[config.mk]
export PLATFORM = sky130hd
export DESIGN_NAME = pic_bus_master
export DESIGN_NICKNAME = d
export VERILOG_FILES = /design/src/rtl/pic_pkg.sv /design/src/rtl/pic_bus_timer.sv /design/src/rtl/pic_bus_master.sv
export SDC_FILE = /design/constraint.sdc
export NUM_CORES = 1
export LEC_CHECK = 0
export ABC_AREA = 1
export CELL_PAD_IN_SITES_DETAIL_PLACEMENT = 1
export CELL_PAD_IN_SITES_GLOBAL_PLACEMENT = 2
export CORE_UTILIZATION = 29
export DETAILED_ROUTE_END_ITERATION = 8
export GPL_ROUTABILITY_DRIVEN = 0
export PLACE_DENSITY = 0.92
export SETUP_SLACK_MARGIN = 0.2
export SKIP_CTS_REPAIR_TIMING = 1
export SYNTH_ARGS = -nofsm -noshare
export SYNTH_HDL_FRONTEND = slang
export SYNTH_SLANG_ARGS = --single-unit
[constraint.sdc]
create_clock -name clk -period 2.8 [get_ports clk]
set_input_delay 0.42 -clock clk [delete_from_list [all_inputs] [get_ports clk]]
set_output_delay 0.42 -clock clk [all_outputs]
set_load 0.03 [all_outputs]
[src/rtl/pic_pkg.sv]
// ---------------------------------------------------------------------------
// pic_pkg: shared types and constants for the 8259A bus master.
//   - bus FSM / init sequencer state encodings
//   - ICW1 bit positions and OCW3 read-register select codes
//   - packed bus request payload and ICW1 marker helper
// ---------------------------------------------------------------------------
package pic_pkg;

  localparam int unsigned DATA_W  = 8;
  localparam int unsigned TIMER_W = 4;

  // Bus cycle phases
  typedef enum logic [2:0] {
    BUS_IDLE   = 3'd0,
    BUS_SETUP  = 3'd1,
    BUS_STROBE = 3'd2,
    BUS_HOLD   = 3'd3,
    BUS_RECOV  = 3'd4
  } bus_state_e;

  // ICW sequencer states
  typedef enum logic [2:0] {
    S_IDLE = 3'd0,
    S_ICW1 = 3'd1,
    S_ICW2 = 3'd2,
    S_ICW3 = 3'd3,
    S_ICW4 = 3'd4,
    S_DONE = 3'd5
  } seq_state_e;

  // ICW1 bit positions
  localparam int unsigned ICW1_IC4    = 0;
  localparam int unsigned ICW1_SNGL   = 1;
  localparam int unsigned ICW1_MARKER = 4;

  // OCW3 RR/RIS field encodings
  localparam logic [1:0] OCW3_RD_IRR = 2'b10;
  localparam logic [1:0] OCW3_RD_ISR = 2'b11;

  // One bus cycle request
  typedef struct packed {
    logic              rd;
    logic              a0;
    logic [DATA_W-1:0] data;
  } bus_req_t;

  // ICW1 always carries the marker bit that tells the PIC an init is starting
  function automatic logic [DATA_W-1:0] icw1_word(input logic [DATA_W-1:0] v);
    logic [DATA_W-1:0] r;
    r              = v;
    r[ICW1_MARKER] = 1'b1;
    return r;
  endfunction

endpackage

[src/rtl/pic_bus_timer.sv]
// ---------------------------------------------------------------------------
// pic_bus_timer: 4-bit loadable down-counter timing each bus FSM phase.
//   clk      in   system clock
//   reset    in   synchronous active-high reset
//   load_i   in   load value_i (asserted on the edge entering a phase)
//   value_i  in   phase length in cycles (1..15)
//   expire_o out  high during the last cycle of the loaded phase
// ---------------------------------------------------------------------------
module pic_bus_timer
  import pic_pkg::*;
(
  input  logic               clk,
  input  logic               reset,
  input  logic               load_i,
  input  logic [TIMER_W-1:0] value_i,
  output logic               expire_o
);

  logic [TIMER_W-1:0] cnt_q, cnt_d;
  logic               expire_q, expire_d;

  // Count down and park at 1; expire is precomputed so it lines up with cnt_q==1
  always_comb begin
    cnt_d = cnt_q;
    if (load_i) begin
      cnt_d = value_i;
    end else if (cnt_q > TIMER_W'(1)) begin
      cnt_d = cnt_q - TIMER_W'(1);
    end
    expire_d = (cnt_d == TIMER_W'(1));
  end

  always_ff @(posedge clk) begin
    if (reset) begin
      cnt_q    <= '0;
      expire_q <= 1'b0;
    end else begin
      cnt_q    <= cnt_d;
      expire_q <= expire_d;
    end
  end

  assign expire_o = expire_q;

endmodule

[src/rtl/pic_bus_master.sv]
// ---------------------------------------------------------------------------
// pic_bus_master: CPU-side initiator for the 8259A read/write port.
//   Command side : cmd_valid/cmd_ready/cmd_rd/cmd_a0/cmd_data, rsp_valid/rsp_data
//   Init side    : init_start, icw1..icw4, init_busy, init_done
//   PIC bus      : CS_n, WR_n, RD_n, A0, D_out, D_oe, D_in
// A single bus FSM (SETUP/STROBE/HOLD/RECOV) serves both the command port
// and the built-in ICW1..ICW4 sequencer.
// ---------------------------------------------------------------------------
module pic_bus_master
  import pic_pkg::*;
#(
  parameter int unsigned T_SETUP = 1,
  parameter int unsigned T_PULSE = 2,
  parameter int unsigned T_HOLD  = 1,
  parameter int unsigned T_RECOV = 2
) (
  input  logic              clk,
  input  logic              reset,
  input  logic              cmd_valid,
  output logic              cmd_ready,
  input  logic              cmd_rd,
  input  logic              cmd_a0,
  input  logic [DATA_W-1:0] cmd_data,
  output logic              rsp_valid,
  output logic [DATA_W-1:0] rsp_data,
  input  logic              init_start,
  input  logic [DATA_W-1:0] icw1,
  input  logic [DATA_W-1:0] icw2,
  input  logic [DATA_W-1:0] icw3,
  input  logic [DATA_W-1:0] icw4,
  output logic              init_busy,
  output logic              init_done,
  output logic              CS_n,
  output logic              WR_n,
  output logic              RD_n,
  output logic              A0,
  output logic [DATA_W-1:0] D_out,
  output logic              D_oe,
  input  logic [DATA_W-1:0] D_in
);

  bus_state_e        bus_q, bus_d;
  seq_state_e        seq_q, seq_d;
  bus_req_t          req_q, req_d;
  bus_req_t          seq_req;
  logic [DATA_W-1:0] icw1_q, icw1_d, icw2_q, icw2_d, icw3_q, icw3_d, icw4_q, icw4_d;

  logic              cs_n_q, cs_n_d, wr_n_q, wr_n_d, rd_n_q, rd_n_d;
  logic              a0_q, a0_d, d_oe_q, d_oe_d;
  logic [DATA_W-1:0] d_out_q, d_out_d, rsp_data_q, rsp_data_d;
  logic              rsp_valid_q, rsp_valid_d, init_busy_q, init_busy_d, init_done_q, init_done_d;

  logic               tmr_load;
  logic [TIMER_W-1:0] tmr_value;
  logic               tmr_expire;

  logic bus_idle, seq_active, start_ok, cmd_fire, seq_fire, bus_done, drive;

  pic_bus_timer u_timer (
    .clk      (clk),
    .reset    (reset),
    .load_i   (tmr_load),
    .value_i  (tmr_value),
    .expire_o (tmr_expire)
  );

  // Arbitration: the sequencer owns the bus while busy; init_start beats a command
  assign bus_idle   = (bus_q == BUS_IDLE);
  assign seq_active = (seq_q == S_ICW1) || (seq_q == S_ICW2) ||
                      (seq_q == S_ICW3) || (seq_q == S_ICW4);
  assign start_ok   = init_start & bus_idle & ~init_busy_q;
  assign cmd_ready  = ~reset & bus_idle & ~init_busy_q & ~init_start;
  assign cmd_fire   = cmd_valid & cmd_ready;
  assign seq_fire   = seq_active & bus_idle;
  assign bus_done   = (bus_q == BUS_RECOV) & tmr_expire;

  // Init sequencer: ICW word selection and next state
  always_comb begin
    seq_d   = seq_q;
    icw1_d  = icw1_q;
    icw2_d  = icw2_q;
    icw3_d  = icw3_q;
    icw4_d  = icw4_q;
    seq_req = '0;

    unique case (seq_q)
      S_ICW1: begin
        seq_req.a0   = 1'b0;
        seq_req.data = icw1_word(icw1_q);
      end
      S_ICW2: begin
        seq_req.a0   = 1'b1;
        seq_req.data = icw2_q;
      end
      S_ICW3: begin
        seq_req.a0   = 1'b1;
        seq_req.data = icw3_q;
      end
      S_ICW4: begin
        seq_req.a0   = 1'b1;
        seq_req.data = icw4_q;
      end
      default: ;
    endcase

    unique case (seq_q)
      S_IDLE, S_DONE: begin
        seq_d = S_IDLE;
        if (start_ok) begin
          seq_d  = S_ICW1;
          icw1_d = icw1;
          icw2_d = icw2;
          icw3_d = icw3;
          icw4_d = icw4;
        end
      end
      S_ICW1: if (bus_done) seq_d = S_ICW2;
      S_ICW2: begin
        if (bus_done) begin
          if (!icw1_q[ICW1_SNGL])     seq_d = S_ICW3;
          else if (icw1_q[ICW1_IC4])  seq_d = S_ICW4;
          else                        seq_d = S_DONE;
        end
      end
      S_ICW3: if (bus_done) seq_d = icw1_q[ICW1_IC4] ? S_ICW4 : S_DONE;
      S_ICW4: if (bus_done) seq_d = S_DONE;
      default: seq_d = S_IDLE;
    endcase
  end

  // Bus FSM: each phase loads its length into the shared timer on entry
  always_comb begin
    bus_d       = bus_q;
    req_d       = req_q;
    tmr_load    = 1'b0;
    tmr_value   = '0;
    rsp_valid_d = 1'b0;
    rsp_data_d  = rsp_data_q;

    unique case (bus_q)
      BUS_IDLE: begin
        if (seq_fire) begin
          req_d     = seq_req;
          bus_d     = BUS_SETUP;
          tmr_load  = 1'b1;
          tmr_value = TIMER_W'(T_SETUP);
        end else if (cmd_fire) begin
          req_d.rd   = cmd_rd;
          req_d.a0   = cmd_a0;
          req_d.data = cmd_data;
          bus_d      = BUS_SETUP;
          tmr_load   = 1'b1;
          tmr_value  = TIMER_W'(T_SETUP);
        end
      end
      BUS_SETUP: begin
        if (tmr_expire) begin
          bus_d     = BUS_STROBE;
          tmr_load  = 1'b1;
          tmr_value = TIMER_W'(T_PULSE);
        end
      end
      BUS_STROBE: begin
        if (tmr_expire) begin
          bus_d     = BUS_HOLD;
          tmr_load  = 1'b1;
          tmr_value = TIMER_W'(T_HOLD);
          // Capture on the last strobe cycle; rsp_valid lands on the first HOLD cycle
          if (req_q.rd) begin
            rsp_valid_d = 1'b1;
            rsp_data_d  = D_in;
          end
        end
      end
      BUS_HOLD: begin
        if (tmr_expire) begin
          bus_d     = BUS_RECOV;
          tmr_load  = 1'b1;
          tmr_value = TIMER_W'(T_RECOV);
        end
      end
      BUS_RECOV: if (tmr_expire) bus_d = BUS_IDLE;
      default:   bus_d = BUS_IDLE;
    endcase
  end

  // Pin values follow the next bus state so they register in step with bus_q
  always_comb begin
    drive       = (bus_d == BUS_SETUP) || (bus_d == BUS_STROBE) || (bus_d == BUS_HOLD);
    cs_n_d      = ~drive;
    wr_n_d      = ~((bus_d == BUS_STROBE) & ~req_d.rd);
    rd_n_d      = ~((bus_d == BUS_STROBE) &  req_d.rd);
    d_oe_d      = drive & ~req_d.rd;
    a0_d        = req_d.a0;
    d_out_d     = req_d.data;
    init_busy_d = (seq_d == S_ICW1) || (seq_d == S_ICW2) ||
                  (seq_d == S_ICW3) || (seq_d == S_ICW4);
    init_done_d = (seq_d == S_DONE);
  end

  always_ff @(posedge clk) begin
    if (reset) begin
      bus_q       <= BUS_IDLE;
      seq_q       <= S_IDLE;
      req_q       <= '0;
      icw1_q      <= '0;
      icw2_q      <= '0;
      icw3_q      <= '0;
      icw4_q      <= '0;
      cs_n_q      <= 1'b1;
      wr_n_q      <= 1'b1;
      rd_n_q      <= 1'b1;
      a0_q        <= 1'b0;
      d_out_q     <= '0;
      d_oe_q      <= 1'b0;
      rsp_valid_q <= 1'b0;
      rsp_data_q  <= '0;
      init_busy_q <= 1'b0;
      init_done_q <= 1'b0;
    end else begin
      bus_q       <= bus_d;
      seq_q       <= seq_d;
      req_q       <= req_d;
      icw1_q      <= icw1_d;
      icw2_q      <= icw2_d;
      icw3_q      <= icw3_d;
      icw4_q      <= icw4_d;
      cs_n_q      <= cs_n_d;
      wr_n_q      <= wr_n_d;
      rd_n_q      <= rd_n_d;
      a0_q        <= a0_d;
      d_out_q     <= d_out_d;
      d_oe_q      <= d_oe_d;
      rsp_valid_q <= rsp_valid_d;
      rsp_data_q  <= rsp_data_d;
      init_busy_q <= init_busy_d;
      init_done_q <= init_done_d;
    end
  end

  assign CS_n      = cs_n_q;
  assign WR_n      = wr_n_q;
  assign RD_n      = rd_n_q;
  assign A0        = a0_q;
  assign D_out     = d_out_q;
  assign D_oe      = d_oe_q;
  assign rsp_valid = rsp_valid_q;
  assign rsp_data  = rsp_data_q;
  assign init_busy = init_busy_q;
  assign init_done = init_done_q;

endmodule

==> results of run 1 <==
-- state kept, by name, indices dropped and copies added, names as in the netlist, 3 cells and up --
register	count
D_out	8
u_timer.cnt_q	4
rsp_data	8
seq_q	3
icw3_q	8
bus_q	3
icw4_q	8
icw2_q	8
icw1_q	7
-- critical path, stage by stage --
cell,delay (ps)
sky130_fd_sc_hd__clkdlybuf4s50_1,600
sky130_fd_sc_hd__nor2_1,180
sky130_fd_sc_hd__nand2_1,90
sky130_fd_sc_hd__nor2_4,170
sky130_fd_sc_hd__buf_4,190
-- power by group through the flow --
stage                     sequential, uW  combinational (uW)  clock [uW]
after floorplan                     1180                 533           0
after global placement              1170                 737           0
after detailed placement            1180                 769           0
after CTS                           1160                 780         943
after global routing                1170                 866         975
final                               1160                 768         915
-- synthesized netlist by cell type --
library cell               count  area (um2)
sky130_fd_sc_hd__a21oi_1      52         260
sky130_fd_sc_hd__a21oi_2       2        17.5
sky130_fd_sc_hd__a31oi_1       1        6.26
sky130_fd_sc_hd__and3_1        1        6.26
sky130_fd_sc_hd__buf_2         4        20.0
sky130_fd_sc_hd__buf_4        11        82.6
sky130_fd_sc_hd__buf_6         2        22.5
sky130_fd_sc_hd__clkbuf_1      8        30.0
sky130_fd_sc_hd__dfxtp_1      67        1340
sky130_fd_sc_hd__ha_1          2        25.0
sky130_fd_sc_hd__inv_1        49         184
sky130_fd_sc_hd__inv_2         3        11.3
sky130_fd_sc_hd__nand2_1      46         173
sky130_fd_sc_hd__nand2_2       3        18.8
sky130_fd_sc_hd__nand2_4       3        33.8
sky130_fd_sc_hd__nand3_1      25         125
sky130_fd_sc_hd__nand3_2       1        10.0
sky130_fd_sc_hd__nand4_1       2        12.5
sky130_fd_sc_hd__nor2_1       28         105
sky130_fd_sc_hd__nor2_2        1        6.26
sky130_fd_sc_hd__nor2_4        1        11.3
sky130_fd_sc_hd__nor3_1        2        10.0
sky130_fd_sc_hd__nor3_2        3        30.0
sky130_fd_sc_hd__o211ai_1      1        7.51
sky130_fd_sc_hd__o21ai_0      55         275
sky130_fd_sc_hd__o21ai_1       1        5.00
sky130_fd_sc_hd__o21bai_1      1        7.51
sky130_fd_sc_hd__o22ai_1      14        87.6
sky130_fd_sc_hd__or2_2         1        6.26
-- cell families after synthesis --
| logic type | count (synthesis) | share of synthesized area |
|---|---|---|
| buf+inv | 77 | 0.120 |
| compound gates | 127 | 0.227 |
| fa+ha+maj | 2 | 0.00853 |
| flops | 67 | 0.458 |
| simple gates | 117 | 0.187 |
-- layout by cell type, fill, tap and decap left out, types with 3 or more instances in the layout --
cell / netlist / routed
sky130_fd_sc_hd__nand3_1: 25 / 25
sky130_fd_sc_hd__o22ai_1: 14 / 14
sky130_fd_sc_hd__nand2_4: 3 / 3
sky130_fd_sc_hd__inv_1: 49 / 49
sky130_fd_sc_hd__clkdlybuf4s50_1: 0 / 76
sky130_fd_sc_hd__dfxtp_1: 67 / 67
sky130_fd_sc_hd__buf_4: 11 / 3
sky130_fd_sc_hd__nand2_2: 3 / 3
sky130_fd_sc_hd__nor2_1: 28 / 28
sky130_fd_sc_hd__inv_2: 3 / 3
sky130_fd_sc_hd__nand2_1: 46 / 46
sky130_fd_sc_hd__nor3_2: 3 / 3
sky130_fd_sc_hd__o21ai_0: 55 / 55
sky130_fd_sc_hd__a21oi_1: 52 / 52
sky130_fd_sc_hd__clkbuf_8: 0 / 10
-- stage by stage --
stage                     hold WS (ps)   util  cell area, um2
after floorplan                    430      -            2930
after global placement             442  0.381            3730
after detailed placement           450  0.381            3730
after CTS                          461  0.404            3950
after global routing               474  0.404            3950
final                              455  0.404            3950
-- layout make-up --
| class | count | area (um2) |
|---|---|---|
| timing repair buffer | 79 | 783 |
| sequential | 67 | 1340 |
| inverter | 52 | 195 |
| fill | 1219 | 5820 |
| multi-input combinational | 246 | 1240 |
| clock inverter | 6 | 88.8 |
| clock buffer | 10 | 138 |
| tap | 133 | 166 |
-- worst paths after layout --
path | endpoint | slack, ps | cells past startpoint
worst max-delay path | cmd_ready | 730 | 5
worst min register to register | icw4_q[1] | 450 | 2
worst max register to register | init_busy | 810 | 9
worst min-delay path | icw4_q[1] | 450 | 2
-- layer usage --
| layer | global-route usage | wire length, um | up-vias |
|---|---|---|---|
| li1 | - | - | 1419 |
| met1 | 0.196 | 3780 | 1349 |
| met2 | 0.290 | 4200 | 53 |
| met3 | 0.0264 | 264 | 10 |
| met4 | 0.0736 | 141 | 0 |
| met5 | 0 | 0 | - |
==> results.md, run 1 <==
Power:
- The share of total power dissipated in combinational logic is 0.271.
- Summed over all nets, the switching power comes to 925 uW.
- The worst vdd rail ir drop is 0.234 mV.
- Summed over all cells, the static leakage comes to 0.00151 uW.
- The clock network fraction of design power is 0.322.
- Of the total power, registers draw 0.407.
- The total power draw is 2840 uW.
- The fraction of power spent switching nets is 0.326.
- The power per unit of standard cell area is 718 nW/um2.
- Cell internal power was estimated by the tool at 1910 uW.

STA:
- The final critical path time including I/O delays and setup is 2070 ps.
- The final critical-path setup slack is 731 ps.
- Setup repair after global routing left no endpoint under its margin.
- The final hold violation count was 0.
- The max-slew violation count is 0.
- The timing-limited maximum frequency is 483 MHz.
- Clock skew on the completed layout was measured at 10.1 ps.
- Setup violations remaining at the end of the flow were counted as 0.
- The portion of the clock cycle consumed by the worst path in the final layout is 0.739.
- The relative slew slack is 0.354.
- The worst-margin pin slew is 969 ps.
- Summed over all failing endpoints, the final setup total negative slack is 0 ps.

Setup path:
- In this run the critical register-to-register path is launched from seq_q[1].
- In this run the worst setup path begins at reset.
- The largest fanout on the critical path is 10.
- The required time of the critical path is 2380 ps.
- At the worst endpoint, the arrival time is 1650 ps.
- The critical path is of the input port to output pin type.
- The startpoint type of the worst setup path is an input port.
- The element type at the critical path end is an output pin.

Final layout:
- The final instance count without filler cells is 593.
- In the final layout, the share of cells above drive strength 1 is 0.0804.
- The layout-stage area growth over the synthesis result is 34.8%.
- At the end of the flow, the number of nets in the layout was 511.
- The repair_antennas step left the layout with diodes totalling 0.

Hold path:
- In this run the most critical hold path is launched from icw4_q[1].
- The min-delay analysis places its worst path in the category flop to flop.

Route:
- Detailed routing inserted a total of 2,831 vias.
- The final layout contains routed wiring with a total length of 8390 um.
- The number of antenna-violating nets in the routed design is 0.
- In the routed design, unresolved DRC markers number 0.
- The number of design-rule violations left by the first detailed-router iteration is 90.
- The detailed-route vias per instance is 4.77.
- After detailed routing, the average wire length per cell comes to 14.1 um.
- The length of the first detailed-routing pass in iterations is 4.

Placement:
- The placed wire-length estimate is 6070 um.
- Prior to clock tree synthesis, the placed netlist has a worst setup slack of 380 ps.
- Counting tap cells, the placed design contains a total of 577 instances.
- During placement, the flow inserted port buffers numbering 77.

Synthesis:
- When the netlist entered floorplanning its net count stood at 446.
- The synthesized instance count is 390.
- The post-synthesis cell type count is 29.
- The Yosys step of the flow raised 0 warnings.
- The synthesized area divided by synthesized cell count is 7.52 um2.
- The mapped netlist covers 2930 um2.
- The flop and latch count out of synthesis is 67.
- For this run, the register share of the synthesized area comes to 0.458.

Die:
- The region available for standard cell placement spans 9770 um2.
- The floorplan step set the die width to 103 um.
- The initial core utilization is 0.300.
- After floorplanning, the core was divided into 36 placement rows.
- In this run the count of I/O pins placed on the die edge is 79.
- The area of the die is 10,500 um2.
- The floorplan die height is 103 um.

Clocking:
- CTS placed an instance of sky130_fd_sc_hd__clkbuf_8 at the clock tree root.
- The clock drives 67 sinks.
- The clock input transition at the sequential cells of the worst setup and hold paths is 70 ps.
- In this run the deepest clock path goes through 2 buffers.
- TritonCTS created 9 clock buffers.
- The clock tree from TritonCTS is built.
- The insertion delay of the later-clocked pin in the worst-skew pair is 350 ps.
- The H-tree was split into 3 levels.

Global route:
- Global routing finished with a remaining overflow of 0.
- The first global-routing pass estimated 13,100 um of wire.
- In the global route stage, overall resource usage came out at 0.164.
- The largest net degree at the start of global routing is 62.
- The via count of the first global-routing pass is 2,781.
- The initial antenna violation count is 0.

Run:
- The number of max-cap violations is 0.

Run status:
- The flow ran to the end, and the final reports show no timing, DRC or antenna violations.
Note: power is estimated with default switching activity, not from simulation.
==> run 2, diff against run 1 <==
--- a/config.mk
+++ b/config.mk
@@ -8,10 +8,10 @@
 export ABC_AREA = 1
 export CELL_PAD_IN_SITES_DETAIL_PLACEMENT = 1
 export CELL_PAD_IN_SITES_GLOBAL_PLACEMENT = 2
-export CORE_UTILIZATION = 29
+export CORE_UTILIZATION = 24
 export DETAILED_ROUTE_END_ITERATION = 8
 export GPL_ROUTABILITY_DRIVEN = 0
-export PLACE_DENSITY = 0.92
+export PLACE_DENSITY = 0.83
 export SETUP_SLACK_MARGIN = 0.2
 export SKIP_CTS_REPAIR_TIMING = 1
 export SYNTH_ARGS = -nofsm -noshare
==> constraint.sdc (replaced) <==
create_clock -name clk -period 1.8 [get_ports clk]
set_input_delay 0.27 -clock clk [delete_from_list [all_inputs] [get_ports clk]]
set_output_delay 0.27 -clock clk [all_outputs]
set_load 0.03 [all_outputs]
==> run 2 against run 1 <==
Combinational power up 93%. Non-clock buffer count up 20. Clock skew down 6.1 ps. Count of clock-buffer cells in the layout down 1. Clock power up 120%. Power up 88%. Register-to-register slack worse by 530 ps. Via count up 2.3%. First-iteration DRC count up 24%. Critical endpoint is now rsp_valid. Largest power group is now the clock network.
==> results.md, run 2 (same netlist as run 1, synthesis figures left out) <==
Run status:
- The run finished with clean final reports.

Clocking:
- The total number of H-tree levels is 3 (unchanged).
- The insertion delay of the later-clocked pin in the worst-skew pair is 330 ps (-20 ps).
- Clock tree synthesis selected as its root buffer the cell sky130_fd_sc_hd__clkbuf_16.
- The number of buffers added by the clock tree synthesis step is 9 (unchanged).
- The clock sink count was 67 (unchanged).
- The worst-case clock buffer depth is 2 (unchanged).
- The clock tree from TritonCTS is built.
- The clock input transition at the sequential cells of the worst setup and hold paths is 60 ps (about the same).

Power:
- The total power draw is 5330 uW (+88%).
- The leakage power summed over all cells came to 0.00206 uW (+36%).
- The clock network fraction of design power is 0.379 (+0.057).
- The worst vdd rail ir drop came to 0.359 mV (+53%).
- The combinational fraction of design power came to 0.279 (+0.008).
- The switching power is 1630 uW (+77%).
- The internal power contribution is 3690 uW (+93%).
- The power per unit of standard cell area is 1190 nW/um2 (+66%).
- The fraction of power spent switching nets is 0.307 (-0.0188).
- The sequential share of power is 0.343 (-0.064).

Setup path:
- The number of buffer and inverter instances along the worst setup path came to 1 (-1).
- The largest fanout on the critical path is 1 (-9).
- The signal on the critical path passes through clkdlybuf4s50_1.
- The startpoint type of the worst setup path is a flop.
- The critical path's top delay family is buffers and inverters.
- The worst setup path is captured at an output pin.
- The slowest stage of the critical path belongs to the cell sky130_fd_sc_hd__clkdlybuf4s50_1.
- The kind of critical path is flop to output pin.
- The required time of the critical path came to 1530 ps (-850 ps).
- The arrival time at the worst endpoint is 1290 ps (-360 ps).
- The critical path's largest stage delay came to 660 ps (+60 ps).

STA:
- The maximum clock skew at final layout came to 3.98 ps (-6.13 ps).
- The max-slew violation count is 0 (unchanged).
- Setup repair after global routing could not meet its margin everywhere.
- Timing would allow up to 640 MHz.
- The setup TNS came to 0 ps (unchanged).
- The final critical path time including I/O delays and setup is 1560 ps.
- In the finished design, the share of the clock period the worst path needs comes to 0.868.
- The final hold violation count is 0 (unchanged).
- The final count of negative-setup-slack endpoints is 0 (unchanged).
- The worst-margin pin slew is 449 ps (-520 ps).
- The relative slew slack was 0.697 (+0.344).

Die:
- The standard-cell row count is 40 (+11%).
- The chip width is 113 um (+9.7%).
- The initial core utilization came to 0.245 (-0.0548).
- The floorplan die height was 113 um (+9.7%).
- The number of primary I/O pins is 79 (unchanged).
- The placeable core region came to 12,000 um2 (+22%).
- The area of the die is 12,700 um2 (+20%).

Final layout:
- The layout cell share with drive strength beyond 1 is 0.173 (+0.0925).
- The antenna cell count came to 0 (unchanged).
- Relative to the synthesized area, the layout overhead comes to 52.3%.
- In the layout the commonest cells are 60 x sky130_fd_sc_hd__dfxtp_1, 53 x sky130_fd_sc_hd__clkdlybuf4s50_1, 52 x sky130_fd_sc_hd__o21ai_0.
- The library cell used most frequently in the layout, excluding fill and tap cells, is sky130_fd_sc_hd__dfxtp_1.
- The number of nets in the final layout is 531 (+3.9%).

Global route:
- The total overflow reported by the global router is 0 (unchanged).
- The global-route wire length before repair came to 14,900 um (+13%).
- The overall track demand over capacity in global routing came to 0.151 (-0.0128).
- The initial antenna violation count came to 0 (unchanged).
- The via count of the first global-routing pass was 2,941 (+5.8%).
- The largest net degree at the start of global routing is 40 (-35%).

Route:
- The overall routed net length is 9220 um (+9.9%).
- The average wire per standard cell is 14.7 um (+4.0%).
- The number of remaining DRC errors was 0 (unchanged).
- The detailed-route vias per instance is 4.62 (-3.2%).
- The number of antenna-violating nets in the routed design is 0 (unchanged).
- The routed via count is 2,897 (+2.3%).
- The number of design-rule violations left by the first detailed-router iteration came to 112 (+24%).
- The length of the first detailed-routing pass in iterations came to 4 (unchanged).

Placement:
- The count of input and output buffers is 77 (unchanged).
- The placed wire-length estimate is 6420 um (+5.8%).

Hold path:
- In this run the worst hold path is classified as flop to flop.

Run:
- The number of max-cap violations is 0 (unchanged).
[run 2: area by class of cell]
| class | count | area, um2 |
|---|---|---|
| clock buffers | 9 | 225 |
| clock inverters | 7 | 116 |
| fillers | 1431 | 7500 |
| inverters | 52 | 198 |
| flip-flops and latches | 67 | 1350 |
| multi-input cells | 246 | 1340 |
| well taps | 147 | 184 |
| repair buffers | 99 | 1050 |
[run 2: worst paths after layout]
check	start	endpoint	slack, ps	depth (start not counted)
worst max register to register	seq_q[0]	icw2_q[5]	280	8
worst max-delay path	rsp_valid	rsp_valid	240	1
worst min register to register	icw3_q[5]	icw3_q[5]	450	2
worst min-delay path	icw3_q[5]	icw3_q[5]	450	2
[run 2: layer usage]
metal / global-route usage / part of all wire / up-vias
li1: - / - / 1460
met1: 0.182 / 0.44 / 1381
met2: 0.260 / 0.50 / 48
met3: 0.0373 / 0.041 / 8
met4: 0.0596 / 0.013 / 0
met5: 0 / 0 / -
[run 2: power groups by stage]
stage,sequential [uW],combinational (uW),clock (uW)
after CTS,1810,1310,2060
final,1830,1480,2020
after global routing,1850,1660,2140
after floorplan,1840,829,0
after global placement,1830,1240,0
after detailed placement,1840,1280,0
[run 2: per-stage QoR]
stage / setup slack [ps] / std cells / hold slack (ps) / cell area (um2) / util
after global placement: 97.6 / 606 / 440 / 3890 / 0.326
final: 237 / 627 / 450 / 4460 / 0.373
after global routing: 103 / 627 / 473 / 4460 / 0.373
after detailed placement: 52.9 / 606 / 449 / 3890 / 0.326
after floorplan: 302 / 390 / 430 / 2930 / -
after CTS: 93.7 / 622 / 456 / 4240 / 0.354
==> run 3, diff against run 2 <==
--- a/config.mk
+++ b/config.mk
@@ -16,4 +16,5 @@
 export SKIP_CTS_REPAIR_TIMING = 1
 export SYNTH_ARGS = -nofsm -noshare
 export SYNTH_HDL_FRONTEND = slang
+export SYNTH_HIERARCHICAL = 1
 export SYNTH_SLANG_ARGS = --single-unit
==> run 3 against run 2 <==
Die area up 2.9%. Count of clock-buffer cells in the layout unchanged. Cell area up 1.1%. Register-to-register slack worse by 80 ps. Maximum frequency down 2.5%. Global-route usage down 0.41 points. Synthesized cell count up 8.7%. Hold slack better by 8.5 ps. Flip-flop and latch count unchanged. Cell count up 9.4%. Synthesized area up 2.9%. Non-clock buffer count up 3. Largest cell class is now multi-input gates.
==> results.md, run 3 <==
Run status:
- The run finished with clean final reports.

Route:
- The number of remaining DRC errors was 0 (unchanged).
- The number of antenna-violating nets in the routed design is 0 (unchanged).
- The number of design-rule violations left by the first detailed-router iteration was 143 (+28%).
- The length of the first detailed-routing pass in iterations is 4 (unchanged).
- The detailed-route vias per instance is 4.40 (-4.8%).
- The routed via count is 3,017 (+4.1%).
- The overall routed net length is 9200 um (-0.21%).
- The average wire per standard cell is 13.4 um (-8.8%).

Synthesis:
- The post-synthesis cell area was 3020 um2 (+2.9%).
- The portion of the post-synthesis area used by sequential elements was 0.444 (-0.0131).
- The number of enable flip-flop cells after synthesis is 0 (unchanged).
- The synthesized area divided by synthesized cell count is 7.12 um2 (-5.3%).
- The flop and latch count out of synthesis is 67 (unchanged).
- The post-synthesis cell type count is 32 (+10%).
- The most used flip-flop cell after synthesis is sky130_fd_sc_hd__dfxtp_1.
- The commonest cells after synthesis are 84 x sky130_fd_sc_hd__nand2_1, 79 x sky130_fd_sc_hd__nor2_1, 67 x sky130_fd_sc_hd__dfxtp_1.
- The cell accounting for the most synthesized area is sky130_fd_sc_hd__dfxtp_1.
- The library cell with the highest instance count after synthesis is sky130_fd_sc_hd__nand2_1.
- The fraction of registers with async set or reset after synthesis is 0 (unchanged).
- By area the synthesized netlist is led by sky130_fd_sc_hd__dfxtp_1 44%, sky130_fd_sc_hd__nand2_1 10%, sky130_fd_sc_hd__nor2_1 9.8%.
- The synthesized instance count came to 424 (+8.7%).
- The share of Yosys cell area claimed by the top area cell type is 0.444 (-0.0131).
- The number of synthesis warnings was 6 (+6).

Final layout:
- The number of filler cells placed in the layout was 1,499 (+4.8%).
- The layout cell share with drive strength beyond 1 is 0.158 (-0.0146).
- Leaving out fill and tap cells, the most frequent cells in the layout are 82 x sky130_fd_sc_hd__nand2_1, 77 x sky130_fd_sc_hd__nor2_1, 61 x sky130_fd_sc_hd__dfxtp_1.
- The antenna cell count is 0 (unchanged).
- The most frequent standard cell in the layout excluding fill and tap cells is sky130_fd_sc_hd__nand2_1.
- The number of nets in the final layout came to 569 (+7.2%).
- The area growth from synthesis to layout is 49.5%.
- The final instance count without filler cells came to 686 (+9.4%).
- The total area of multi-input combinational cells came to 1460 um2 (+8.9%).
- The area taken by flip-flops and latches came to 1360 um2 (+0.46%).

Run:
- The number of max-cap violations is 0 (unchanged).

Die:
- The placeable core region was 12,100 um2 (+1.3%).
- The chip width was 114 um (+1.4%).
- The standard-cell row count was 40 (unchanged).
- The number of primary I/O pins was 79 (unchanged).
- The initial core utilization is 0.249 (+0.00409).
- The floorplan die height was 114 um (+1.4%).
- The area of the die was 13,000 um2 (+2.9%).

Setup path:
- In this run the critical register-to-register path is launched from seq_q[0].
- On the critical path, the stage with the largest delay is an instance of sky130_fd_sc_hd__dfxtp_4.
- The setup slack of the worst register-to-register path is 200 ps (-80 ps).
- The critical path goes through buf_6, o21ai_2, nand2_1, nand2_2, nand2_4, nor2_4, o21ai_2, inv_2, buf_6, nand2_4, o21ai_2, nand2_1, nor2_1.
- The kind of critical path is flop to flop.
- The cell type with the highest occurrence count on the critical path is sky130_fd_sc_hd__o21ai_2.
- The arrival time at the worst endpoint is 1870 ps (+580 ps).
- The largest fanout on the critical path is 5 (+4).
- The critical path's largest stage delay is 360 ps (-300 ps).
- The required time of the critical path is 2070 ps (+540 ps).
- The element type at the critical path end is a flop.
- The critical register-to-register path endpoint is u_timer/expire_o.
- The startpoint type of the worst setup path is a flop.
- The depth of the worst register-to-register path is 13 (+5).

Clocking:
- The insertion delay of the later-clocked pin in the worst-skew pair is 330 ps (about the same).
- The root buffer cell chosen for the clock tree is sky130_fd_sc_hd__clkbuf_16.
- The total number of H-tree levels is 3 (unchanged).
- The worst-case clock buffer depth was 2 (unchanged).
- The clock sink count came to 67 (unchanged).
- The clock input transition at the sequential cells of the worst setup and hold paths came to 60 ps (about the same).
- The number of buffers added by the clock tree synthesis step was 9 (unchanged).
- The clock tree from TritonCTS is built.

STA:
- Setup repair after global routing could not meet its margin everywhere.
- The final hold violation count is 0 (unchanged).
- The final critical path time including I/O delays and setup is 1600 ps (+39.6 ps).
- The maximum clock skew at final layout was 7.16 ps (+3.18 ps).
- The max-slew violation count is 0 (unchanged).
- The portion of the clock cycle consumed by the worst path in the final layout is 0.890 (+0.0220).
- The final count of negative-setup-slack endpoints was 0 (unchanged).
- The timing-limited maximum frequency came to 624 MHz (-2.5%).

Global route:
- The global-route wire length before repair is 14,900 um (+0.46%).
- The via count of the first global-routing pass is 3,086 (+4.9%).
- The initial antenna violation count is 0 (unchanged).
- The largest net degree at the start of global routing was 43 (+7.5%).
- The overall track demand over capacity in global routing came to 0.147 (-0.00414).
- The total overflow reported by the global router was 0 (unchanged).

Hold path:
- The instance count along the most critical hold path is 2 (unchanged).
- The path with the worst hold slack has its endpoint at icw4_q[7].
- The path category of the worst min-delay check is flop to flop.
- In this run the most critical hold path is launched from icw4_q[7].

Power:
- The power per unit of standard cell area came to 1180 nW/um2 (-1.3%).
- The total power draw is 5310 uW (-0.28%).
- The leakage power summed over all cells is 0.00218 uW (+5.8%).
- The worst vdd rail ir drop came to 0.368 mV (+2.7%).

Placement:
- The placed wire-length estimate is 6850 um (+6.7%).
- The cell count after placement is 663 (+9.4%).
- The count of input and output buffers is 77 (unchanged).
## run 3: cell count changes after synthesis, sizes merged, moves of 3 or more
cell | before | now
a21oi | 54 | 27
nor2 | 30 | 86
nand4 | 2 | 6
inv | 52 | 31
o22ai | 14 | 1
nor3 | 5 | 2
nand3 | 26 | 19
nand2 | 52 | 92
## run 3: cells by family after synthesis
kind of cell / Yosys count / share of synthesized area
buffers and inverters: 57 / 0.0970
AO/OA/AOI/OAI: 88 / 0.152
AND/OR/NAND/NOR: 209 / 0.297
adder cells (fa/ha/maj): 2 / 0.00829
flip-flops: 67 / 0.444
other: 1 / 0.00124
## run 3: power by group
| part | switching, uW | internal (uW) | total, uW |
|---|---|---|---|
| Sequential | 169 | 1730 | 1900 |
| Combinational | 924 | 699 | 1620 |
| Clock | 702 | 1080 | 1780 |
## run 3: layout make-up
type,count,share of cell area
Clock buffer,9,0.0499
Clock inverter,7,0.0172
Inverter,32,0.0280
Multi-Input combinational cell,301,0.323
Sequential cell,67,0.301
Tap cell,168,0.0466
Timing Repair Buffer,102,0.234
## run 3: per-layer routing
| layer | up-vias | global-route usage | part of all wire |
|---|---|---|---|
| met5 | - | 0 | 0 |
| met4 | 0 | 0.0416 | 0.011 |
| met3 | 10 | 0.0365 | 0.041 |
| met2 | 67 | 0.255 | 0.50 |
| met1 | 1401 | 0.181 | 0.45 |
| li1 | 1539 | - | - |
## run 3: per-stage QoR
step | area [um2] | TNS [ps] | setup WS (ps) | util | hold WS [ps]
3_3_place_gp | 4030 | -205 | -87.6 | 0.332 | 448
2_1_floorplan | 3060 | 0 | 15.5 | - | 337
4_1_cts | 4330 | 0 | 104 | 0.357 | 465
6_report | 4510 | 0 | 198 | 0.373 | 459
3_5_place_dp | 4030 | -368 | -82.9 | 0.332 | 456
5_1_grt | 4510 | 0 | 52.1 | 0.373 | 488
## run 3: worst max-delay path by stage
stage	from	endpoint	slack, ps	depth (start not counted)
2_1_floorplan	bus_q[0]	u_timer/expire_o	20	13
3_3_place_gp	init_start	u_timer/expire_o	-90	13
3_5_place_dp	init_start	u_timer/expire_o	-80	13
4_1_cts	bus_q[0]	icw3_q[1]	100	9
5_1_grt	bus_q[1]	u_timer/expire_o	50	12
6_report	seq_q[0]	u_timer/expire_o	200	13
## run 3: worst max-delay path, delay by kind of cell, from the launching register on
kind	cells	cell delay [ps]
AO/OA/AOI/OAI	3	310
buffers and inverters	3	300
flip-flops	1	360
AND/OR/NAND/NOR	7	590
